<file path="config.mk">
export PLATFORM = sky130hd
export DESIGN_NAME = instr_exec
export DESIGN_NICKNAME = d
export VERILOG_FILES = /design/src/rtl/instr_exec_pkg.sv /design/src/rtl/exec_alu.sv /design/src/rtl/instr_exec.sv
export SDC_FILE = /design/constraint.sdc
export NUM_CORES = 1
export LEC_CHECK = 0
export CAP_MARGIN = 40
export CORE_MARGIN = 4
export CORE_UTILIZATION = 51
export CTS_BUF_LIST = sky130_fd_sc_hd__clkbuf_4
export CTS_CLUSTER_SIZE = 40
export DETAILED_ROUTE_END_ITERATION = 12
export PLACE_DENSITY = 0.87
export SLEW_MARGIN = 20
export SYNTH_ARGS = -nofsm -noshare
export SYNTH_HDL_FRONTEND = slang
export SYNTH_SLANG_ARGS = --single-unit
</file>
<file path="constraint.sdc">
create_clock -name clk -period 3.04 [get_ports clk]
set_input_delay 0.456 -clock clk [delete_from_list [all_inputs] [get_ports clk]]
set_output_delay 0.456 -clock clk [all_outputs]
set_load 0.02 [all_outputs]
</file>
<file path="src/rtl/instr_exec_pkg.sv">
// Shared types and constants for the instr_exec register-register sequencer.
// Instruction layout: [15:12] op, [11:9] rd, [8:6] ra, [5:3] rb, [8:0] imm9.
package instr_exec_pkg;

  localparam int unsigned DATA_W_DEF = 16;
  localparam int unsigned ADDR_W_DEF = 3;
  localparam int unsigned INSTR_W    = 16;
  localparam int unsigned OP_W       = 4;
  localparam int unsigned IMM_W      = 9;
  localparam int unsigned SHAMT_W    = 4;

  localparam int unsigned OP_LSB  = 12;
  localparam int unsigned RD_LSB  = 9;
  localparam int unsigned RA_LSB  = 6;
  localparam int unsigned RB_LSB  = 3;
  localparam int unsigned IMM_LSB = 0;

  typedef enum logic [OP_W-1:0] {
    OP_ADD = 4'd0,
    OP_SUB = 4'd1,
    OP_AND = 4'd2,
    OP_OR  = 4'd3,
    OP_XOR = 4'd4,
    OP_SHL = 4'd5,
    OP_SHR = 4'd6,
    OP_MOV = 4'd7,
    OP_LDI = 4'd8,
    OP_NOP = 4'd15
  } op_e;

  typedef enum logic [1:0] {
    S_IDLE = 2'd0,
    S_EXEC = 2'd1,
    S_WB   = 2'd2
  } state_e;

  localparam logic [INSTR_W-1:0] INSTR_NOP = {OP_NOP, 12'h000};

  // Arithmetic, logic and shift ops (opcodes 0..6) are the ones that update flags.
  function automatic logic op_sets_flags(input logic [OP_W-1:0] op);
    return (op <= OP_SHR);
  endfunction

endpackage

</file>
<file path="src/rtl/exec_alu.sv">
// Combinational ALU for instr_exec: decodes the opcode, produces the result,
// the carry/borrow bit and the write/illegal qualifiers.
module exec_alu
  import instr_exec_pkg::*;
#(
  parameter int unsigned DATA_W = DATA_W_DEF
) (
  input  logic [OP_W-1:0]   op,
  input  logic [DATA_W-1:0] a,
  input  logic [DATA_W-1:0] b,
  input  logic [IMM_W-1:0]  imm9,
  output logic [DATA_W-1:0] result,
  output logic              carry,
  output logic              writes,
  output logic              illegal
);

  logic [DATA_W:0] wide;

  // One extra bit so ADD carry-out and SUB borrow fall out of the same sum.
  always_comb begin
    wide    = '0;
    writes  = 1'b1;
    illegal = 1'b0;
    case (op)
      OP_ADD:  wide = {1'b0, a} + {1'b0, b};
      OP_SUB:  wide = {1'b0, a} - {1'b0, b};
      OP_AND:  wide = {1'b0, a & b};
      OP_OR:   wide = {1'b0, a | b};
      OP_XOR:  wide = {1'b0, a ^ b};
      OP_SHL:  wide = {1'b0, a << b[SHAMT_W-1:0]};
      OP_SHR:  wide = {1'b0, a >> b[SHAMT_W-1:0]};
      OP_MOV:  wide = {1'b0, a};
      OP_LDI:  wide = (DATA_W+1)'(imm9);
      OP_NOP:  writes = 1'b0;
      default: begin
        writes  = 1'b0;
        illegal = 1'b1;
      end
    endcase
    result = wide[DATA_W-1:0];
    carry  = wide[DATA_W];
  end

endmodule

</file>
<file path="src/rtl/instr_exec.sv">
// Execute/writeback sequencer in front of the 8x16 register file (IDLE -> EXEC -> WB).
// Optional flag outputs flag_z/flag_n/flag_c when INSTR_EXEC_FLAGS_EN is defined.
module instr_exec
  import instr_exec_pkg::*;
#(
  parameter int unsigned DATA_W = DATA_W_DEF,
  parameter int unsigned ADDR_W = ADDR_W_DEF
) (
  input  logic               clk,
  input  logic               reset,
  input  logic               instr_valid,
  output logic               instr_ready,
  input  logic [INSTR_W-1:0] instr,
  output logic [ADDR_W-1:0]  rd_addr_a,
  output logic [ADDR_W-1:0]  rd_addr_b,
  input  logic [DATA_W-1:0]  d_out_a,
  input  logic [DATA_W-1:0]  d_out_b,
  output logic               wr,
  output logic [ADDR_W-1:0]  wr_addr,
  output logic [DATA_W-1:0]  d_in,
  output logic               busy,
  output logic               done,
  output logic               illegal
`ifdef INSTR_EXEC_FLAGS_EN
  ,
  output logic               flag_z,
  output logic               flag_n,
  output logic               flag_c
`endif
);

  state_e               state_q, state_d;
  logic [INSTR_W-1:0]   instr_q, instr_d;
  logic [ADDR_W-1:0]    rd_addr_a_d, rd_addr_b_d, wr_addr_d;
  logic [DATA_W-1:0]    d_in_d;
  logic                 wr_d, done_d, illegal_d, ready_d, busy_d;

  logic [OP_W-1:0]      op_q;
  logic [ADDR_W-1:0]    rd_q;
  logic [IMM_W-1:0]     imm_q;
  logic [DATA_W-1:0]    alu_result;
  logic                 alu_carry, alu_writes, alu_illegal;

  assign op_q  = instr_q[OP_LSB +: OP_W];
  assign rd_q  = instr_q[RD_LSB +: ADDR_W];
  assign imm_q = instr_q[IMM_LSB +: IMM_W];

  exec_alu #(.DATA_W(DATA_W)) u_alu (
    .op      (op_q),
    .a       (d_out_a),
    .b       (d_out_b),
    .imm9    (imm_q),
    .result  (alu_result),
    .carry   (alu_carry),
    .writes  (alu_writes),
    .illegal (alu_illegal)
  );

  // Next state and next values of every registered output.
  always_comb begin
    state_d     = state_q;
    instr_d     = instr_q;
    rd_addr_a_d = rd_addr_a;
    rd_addr_b_d = rd_addr_b;
    wr_addr_d   = wr_addr;
    d_in_d      = d_in;
    wr_d        = 1'b0;
    done_d      = 1'b0;
    illegal_d   = 1'b0;
    case (state_q)
      S_IDLE: begin
        if (instr_valid) begin
          state_d     = S_EXEC;
          instr_d     = instr;
          rd_addr_a_d = instr[RA_LSB +: ADDR_W];
          rd_addr_b_d = instr[RB_LSB +: ADDR_W];
        end
      end
      S_EXEC: begin
        state_d   = S_WB;
        wr_d      = alu_writes;
        done_d    = 1'b1;
        illegal_d = alu_illegal;
        if (alu_writes) begin
          wr_addr_d = rd_q;
          d_in_d    = alu_result;
        end
      end
      S_WB:    state_d = S_IDLE;
      default: state_d = S_IDLE;
    endcase
    ready_d = (state_d == S_IDLE);
    busy_d  = !ready_d;
  end

  always_ff @(posedge clk or negedge reset) begin
    if (!reset) begin
      state_q     <= S_IDLE;
      instr_q     <= INSTR_NOP;
      rd_addr_a   <= '0;
      rd_addr_b   <= '0;
      wr          <= 1'b0;
      wr_addr     <= '0;
      d_in        <= '0;
      done        <= 1'b0;
      illegal     <= 1'b0;
      instr_ready <= 1'b1;
      busy        <= 1'b0;
    end else begin
      state_q     <= state_d;
      instr_q     <= instr_d;
      rd_addr_a   <= rd_addr_a_d;
      rd_addr_b   <= rd_addr_b_d;
      wr          <= wr_d;
      wr_addr     <= wr_addr_d;
      d_in        <= d_in_d;
      done        <= done_d;
      illegal     <= illegal_d;
      instr_ready <= ready_d;
      busy        <= busy_d;
    end
  end

`ifdef INSTR_EXEC_FLAGS_EN
  logic carry_q, flag_upd_q;

  // Flags derive from the WB-cycle result so they commit together with the write.
  always_ff @(posedge clk or negedge reset) begin
    if (!reset) begin
      carry_q    <= 1'b0;
      flag_upd_q <= 1'b0;
      flag_z     <= 1'b0;
      flag_n     <= 1'b0;
      flag_c     <= 1'b0;
    end else begin
      if (state_q == S_EXEC) begin
        carry_q    <= alu_carry && (op_q <= OP_SUB);
        flag_upd_q <= op_sets_flags(op_q);
      end
      if (state_q == S_WB && flag_upd_q) begin
        flag_z <= (d_in == '0);
        flag_n <= d_in[DATA_W-1];
        flag_c <= carry_q;
      end
    end
  end
`else
  logic unused_carry;
  assign unused_carry = alu_carry;
`endif

endmodule

</file>
### Word level (Yosys, flattened, before mapping)

Cells that the tools add are included.

* logic and storage cells: 44
* register bits: 48

* reduce and logical (&&, ||, !) cells: 8
* add/subtract/negate cells: 2
* equality and inequality tests: 10
* bitwise gates (word level): 3
* shift-type cells: 2
* mux-type cells: 8

Operators with widths (number)
* case mux 16 bit (9 select lines): 1
* adder 16 bit: 1
* bitwise AND 16 bit: 1
* == test 4 x 3 -> 1 bit, second input constant: 4
* OR 16 bit: 1
* << shifter 16 x 4 -> 16 bit: 1
* right shift 16 x 4 -> 16 bit: 1
* subtractor 16 bit: 1
* XOR 16 bit: 1
* OR reduction 10 bit: 1
* OR reduction 9 bit: 1
* == test 4 x 2 -> 1 bit, second input constant: 2
* == test 4 bit, second input constant: 2
* two-way mux 1 bit: 5
* == test 4 x 1 -> 1 bit, second input constant: 1
* logical NOT 2 bit: 2
* logical NOT 4 bit: 1
* case mux 2 bit (2 select lines): 1
* AND reduction 2 bit: 2
* == test 2 x 1 -> 1 bit, second input constant: 1
* two-way mux 2 bit: 1
* logical NOT 1 bit: 1

### Logic depth before layout (Yosys ltp)

* depth after elaboration: 4
* gate-level depth with buffers: 15
* gate-level depth less buffers: 12

### Cells and area by module

A second synthesis with hierarchy kept.

* cell total of the unflattened synthesis: 606
* area, all modules: 5202.5 um^2

By module, submodules not included
* exec_alu: area an instance 3579.7 um^2, times used 1, cells each 511
* instr_exec: area an instance 1622.8 um^2, times used 1, cells each 95

### Worst setup path after synthesis

No wires, ideal clock.

* kind: register to register
* start point: reg instr_q[13]
* end point: reg d_in[14]
* cell stages (with the launch flop): 15
* data arrival time: 3.119 ns
* period minus slack after synthesis: 3.255 ns
* data required time: 2.904 ns
* setup slack: -0.215 ns
* cell sequence: dfstp_2 -> buf_4 -> nor3_1 -> and2_1 -> clkbuf_1 -> clkbuf_1 -> nor2_1 -> xnor2_1 -> ha_1 -> nor2b_1 -> o211ai_1 -> a211oi_1 -> or4_1 -> nand3_1 -> a31oi_1

* word-level cells in the longest chain between the ends: 4
* elaborated cells between the ends (all ways): 13
* those cells by class: eq/ne (8); mux (2); reduce/logical (3)

Ends and longest elaborated chain
* start: declaration: line instr_exec.sv:33 `logic [INSTR_W-1:0] instr_q, instr_d;`
* start signal: assignment: line instr_exec.sv:111 `instr_q <= instr_d;`
* == test 4 x 1 -> 1 bit, or another cell as far along: line exec_alu.sv:25 `case (op)`
* OR reduction 9 bit (no source line)
* two-way mux 1 bit: line exec_alu.sv:25
* AND reduction 2 bit (no source line)
* end signal: assignment: line instr_exec.sv:116 `d_in <= d_in_d;`
* end: declaration: line instr_exec.sv:20 `output logic [DATA_W-1:0] d_in,`

Parallel ways exist; a longest one is shown, timed or not.
A chain may end at the register's enable or synchronous reset.

### Worst setup path in the final report

* start point: in d_out_b[5]
* end point: reg d_in[14]

* word-level cells in the longest chain between the ends: 2
* elaborated cells between the ends (all ways): 3
* those cells by class: add/sub (2); mux (1)

Ends and longest elaborated chain
* start: declaration: line instr_exec.sv:17 `input logic [DATA_W-1:0] d_out_b,`
* subtractor 16 bit or adder 16 bit (tied branches): line exec_alu.sv:27, exec_alu.sv:26
* case mux 16 bit (9 select lines) *: line exec_alu.sv:25

Every way passes the cells marked *; elsewhere a longest branch is shown, timed or not.

==> summary.md <==
| Metric | Value |
|---|---|
| Share of cells above drive strength 1 | 0.2580 |
| Area occupied by multi-input gates | 3909 um^2 |
| Tmin final | 3070 ps |
| Syn_nets | 728 |
| Ports | 81 |
| Setup CP Type | in2reg |
| Multiplexer share of the synthesized area | 0.1505 |
| Largest family of logic cells by synthesized area | compound AO/OA/AOI/OAI gates |
| Number of global-route vias before repair | 6025 |
| Clock buffer count from CTS | 5 |
| NumNets Final | 883 |
| Seq/Total Area, Yosys | 0.2015 |
| Num rows | 36 |
| Die Wd | 108.2 um |
| Synth Area in Compound Gates | 0.2328 |
| Synth Cell Area | 5122 um^2 |
| Starting Density | 0.5241 |
| Top post-synthesis cells by area | dfrtp_1 (18%), ha_1 (12%), mux2i_1 (6.3%) |
| Largest net degree at the start of global routing | 46 |
| Hold Crit Class | reg2reg |
| Crit path cell chain | clkdlybuf4s50_1 -> nor4_4 -> and3_4 -> a31oi_4 -> xnor2_2 -> ha_1 -> buf_4 -> and3_4 -> nand3_1 -> a211oi_1 -> or4_1 -> nand3_2 -> a31oi_1 |
| Post-route DRC | 0 |
| Violated checks | negative setup slack |
| Cell mode on critical path | and3_4 |
| Storage element area | 1032 um^2 |
| Simple-gate area share of the yosys netlist | 0.1847 |
| Core ar. | 9774 um^2 |
| PnR worst setup slack | -29.92 ps |
| Async S/R FF share, synth | 1.000 |
| CTS tree | yes |
| Synth Register Bits | 41 |
| Antenna cell count | 0 |
| Post-DRT Antenna Nets | 0 |
| Syn Inst Count | 627 |
| Worst-path fanout max | 5 |
| Startpoint Class | input port |
| Commonest non-fill, non-tap cell in the layout | buf_4 |
| CP Capture Type | flip-flop |
| Final Max Tran Viols | 0 |
| Filler cells | 774 |
| Xor/xnor cell area share of the yosys netlist | 0.03249 |
| Vias | 5855 |
| Critical Path Slowest Stage Cell | or4_1 |
| Clock slew at reported path FFs | 140 ps |
| Yosys top cell area share | 0.1759 |
| Area leader, netlist | dfrtp_1 |
| Slew @ Worst Pin | 850.8 ps |
| CTS Root Cell | clkbuf_4 |
| Outcome | finished with violations |
| DP HPWL | 15820 um |
| Cell variety after synth | 67 |
| Die height | 108.2 um |
| Gr usage total | 0.3551 |
| Post-synth EDFFs | 0 |
| Lkg Pwr | 3.093 nW |
| Remaining global-route overflow | 0 |
| Worst Path Arrival | 3320 ps |
| Commonest cells after routing, fill and taps aside | buf_4 (112), clkdlybuf4s50_1 (76), nor2_1 (75), ha_1 (48), inv_1 (40) |
| Wire per inst | 22.56 um |
| Power Total | 3.686 mW |
| Post-synth top flop | dfrtp_1 |
| Slew margin rel. | 0.4313 |
| Avg Cell Area, Syn | 8.170 um^2 |
| DR vias/cell | 6.392 |
| Initial DRC count | 587 |
| Largest stage delay on the critical path | 530 ps |
| TritonRoute pass-1 iters | 5 |
| Routed wire length | 20660 um |
| PD cells | 524.2 nW/um^2 |
| Port bufs | 80 |
| Die area | 11710 um^2 |
| Bufs on Longest Clock Path | 2 |
| Post-Synth Adder-Cell Area | 0.1236 |
| RSZ-0062 raised after global routing | yes |
| Max Fclk | 0.3257 GHz |
| Max-cap viol count | 0 |
| Number of H-tree levels | 2 |
| Tcrit/Tclk final | 1.010 |
| Peak supply drop | 0.0005348 V |
| Yosys warning total | 0 |
| CP Buf/Inv Count | 2 |
| Antenna violations before repair | 0 |
| Gpl congestion | 1.013 |
| Layout area overhead | 37.27% |
| Worst-Skew Late Latency | 370 ps |
| Setup Skew | 12.40 ps |
| First-pass GRT wire length | 31890 um |
| Fin. Hold Viols | 0 |
| Endpoints failing setup | 1 |
| CP top delay family | simple AND/OR/NAND/NOR gates |
| Util after Layout | 0.7194 |
| Clock sink count | 41 |
| CP Data Required Time | 3290 ps |
==> flip-flops by register name, summed over array words and instances (netlist names) <==
signal / count
wr: 1
instr_q: 12
state_q: 1
wr_addr: 3
done: 1
d_in: 16
busy: 1
rd_addr_b: 2
illegal: 1
rd_addr_a: 2
instr_ready: 1
==> worst min-delay path, cell delays in order, from the launching register on <==
cell     delay, ps
dfrtp_1        370
nand2_1         50
nand2_1         40
==> logic make-up after synthesis <==
| logic type | count (synthesis) |
|---|---|
| xor gates and xnor gates | 19 |
| DFF | 41 |
| muxes | 64 |
| adders and majority gates | 50 |
| AOI/OAI and AO/OA | 173 |
| buffers and inverters | 88 |
| and+or+nand+nor | 192 |
==> cell usage after synthesis, drive strengths merged (17+ instances only) <==
library cell  instances
a31oi                17
inv                  40
ha                   49
a21oi                36
nor2                 78
o21ai                19
clkbuf               19
xnor2                18
buf                  28
nand2                33
mux2i                32
dfrtp                36
mux2                 24
==> worst paths after layout <==
| check | start | to | slack, ps | cells past startpoint |
|---|---|---|---|---|
| hold reg to reg | instr_q[10] | wr_addr[1] | 480 | 2 |
| setup reg to reg | instr_q[15] | d_in[14] | 20 | 14 |
| setup / recovery | d_out_b[5] | d_in[14] | -30 | 13 |
| max in group asynchronous | reset | instr_q[12] | 1920 | 3 |
| hold / removal | instr_q[10] | wr_addr[1] | 480 | 2 |
| min in group asynchronous | reset | d_in[7] | 570 | 2 |
==> metal layers <==
layer / global-route usage / wire [um] / vias up
li1: - / - / 2619
met1: 0.4372 / 8211 / 2800
met2: 0.5750 / 9437 / 351
met3: 0.09731 / 1995 / 85
met4: 0.1704 / 1018 / 0
met5: 0 / 0 / -
==> timing repair <==
item,in CTS,in global routing
gates resized for setup,13,32
endpoints found under the hold margin,8,0
endpoints found under the setup margin,8,10
setup buffers,1,5
hold buffers,1,0
pin swaps,1,17
==> per-stage QoR <==
step | hold slack [ps] | TNS [ps] | cells | setup WS (ps) | area [um^2]
CTS | 489.8 | 0 | 911 | 14.17 | 6854
global placement | 444.5 | -3878 | 900 | -548.4 | 6671
finish | 480.7 | -29.92 | 916 | -29.92 | 7032
global route | 521.2 | -269.1 | 916 | -106.3 | 7032
detailed placement | 412.4 | -4622 | 901 | -557.6 | 6699
floorplan | 160.4 | 0 | 627 | 6.822 | 5147
==> report_power, final <==
group / total [mW] / internal, mW / switching [mW]
combinational: 2.41 / 1.10 / 1.32
sequential: 0.894 / 0.750 / 0.144
clock: 0.381 / 0.184 / 0.197
==> area by class of cell <==
cell class,instances,share of cell area
tap,133,0.02367
clock buffer,6,0.006406
multi-input combinational,498,0.5559
clock inverter,2,0.005516
timing repair buffer,195,0.2397
inverter,41,0.02206
sequential,41,0.1468
Power figures use the tool's default switching activity.
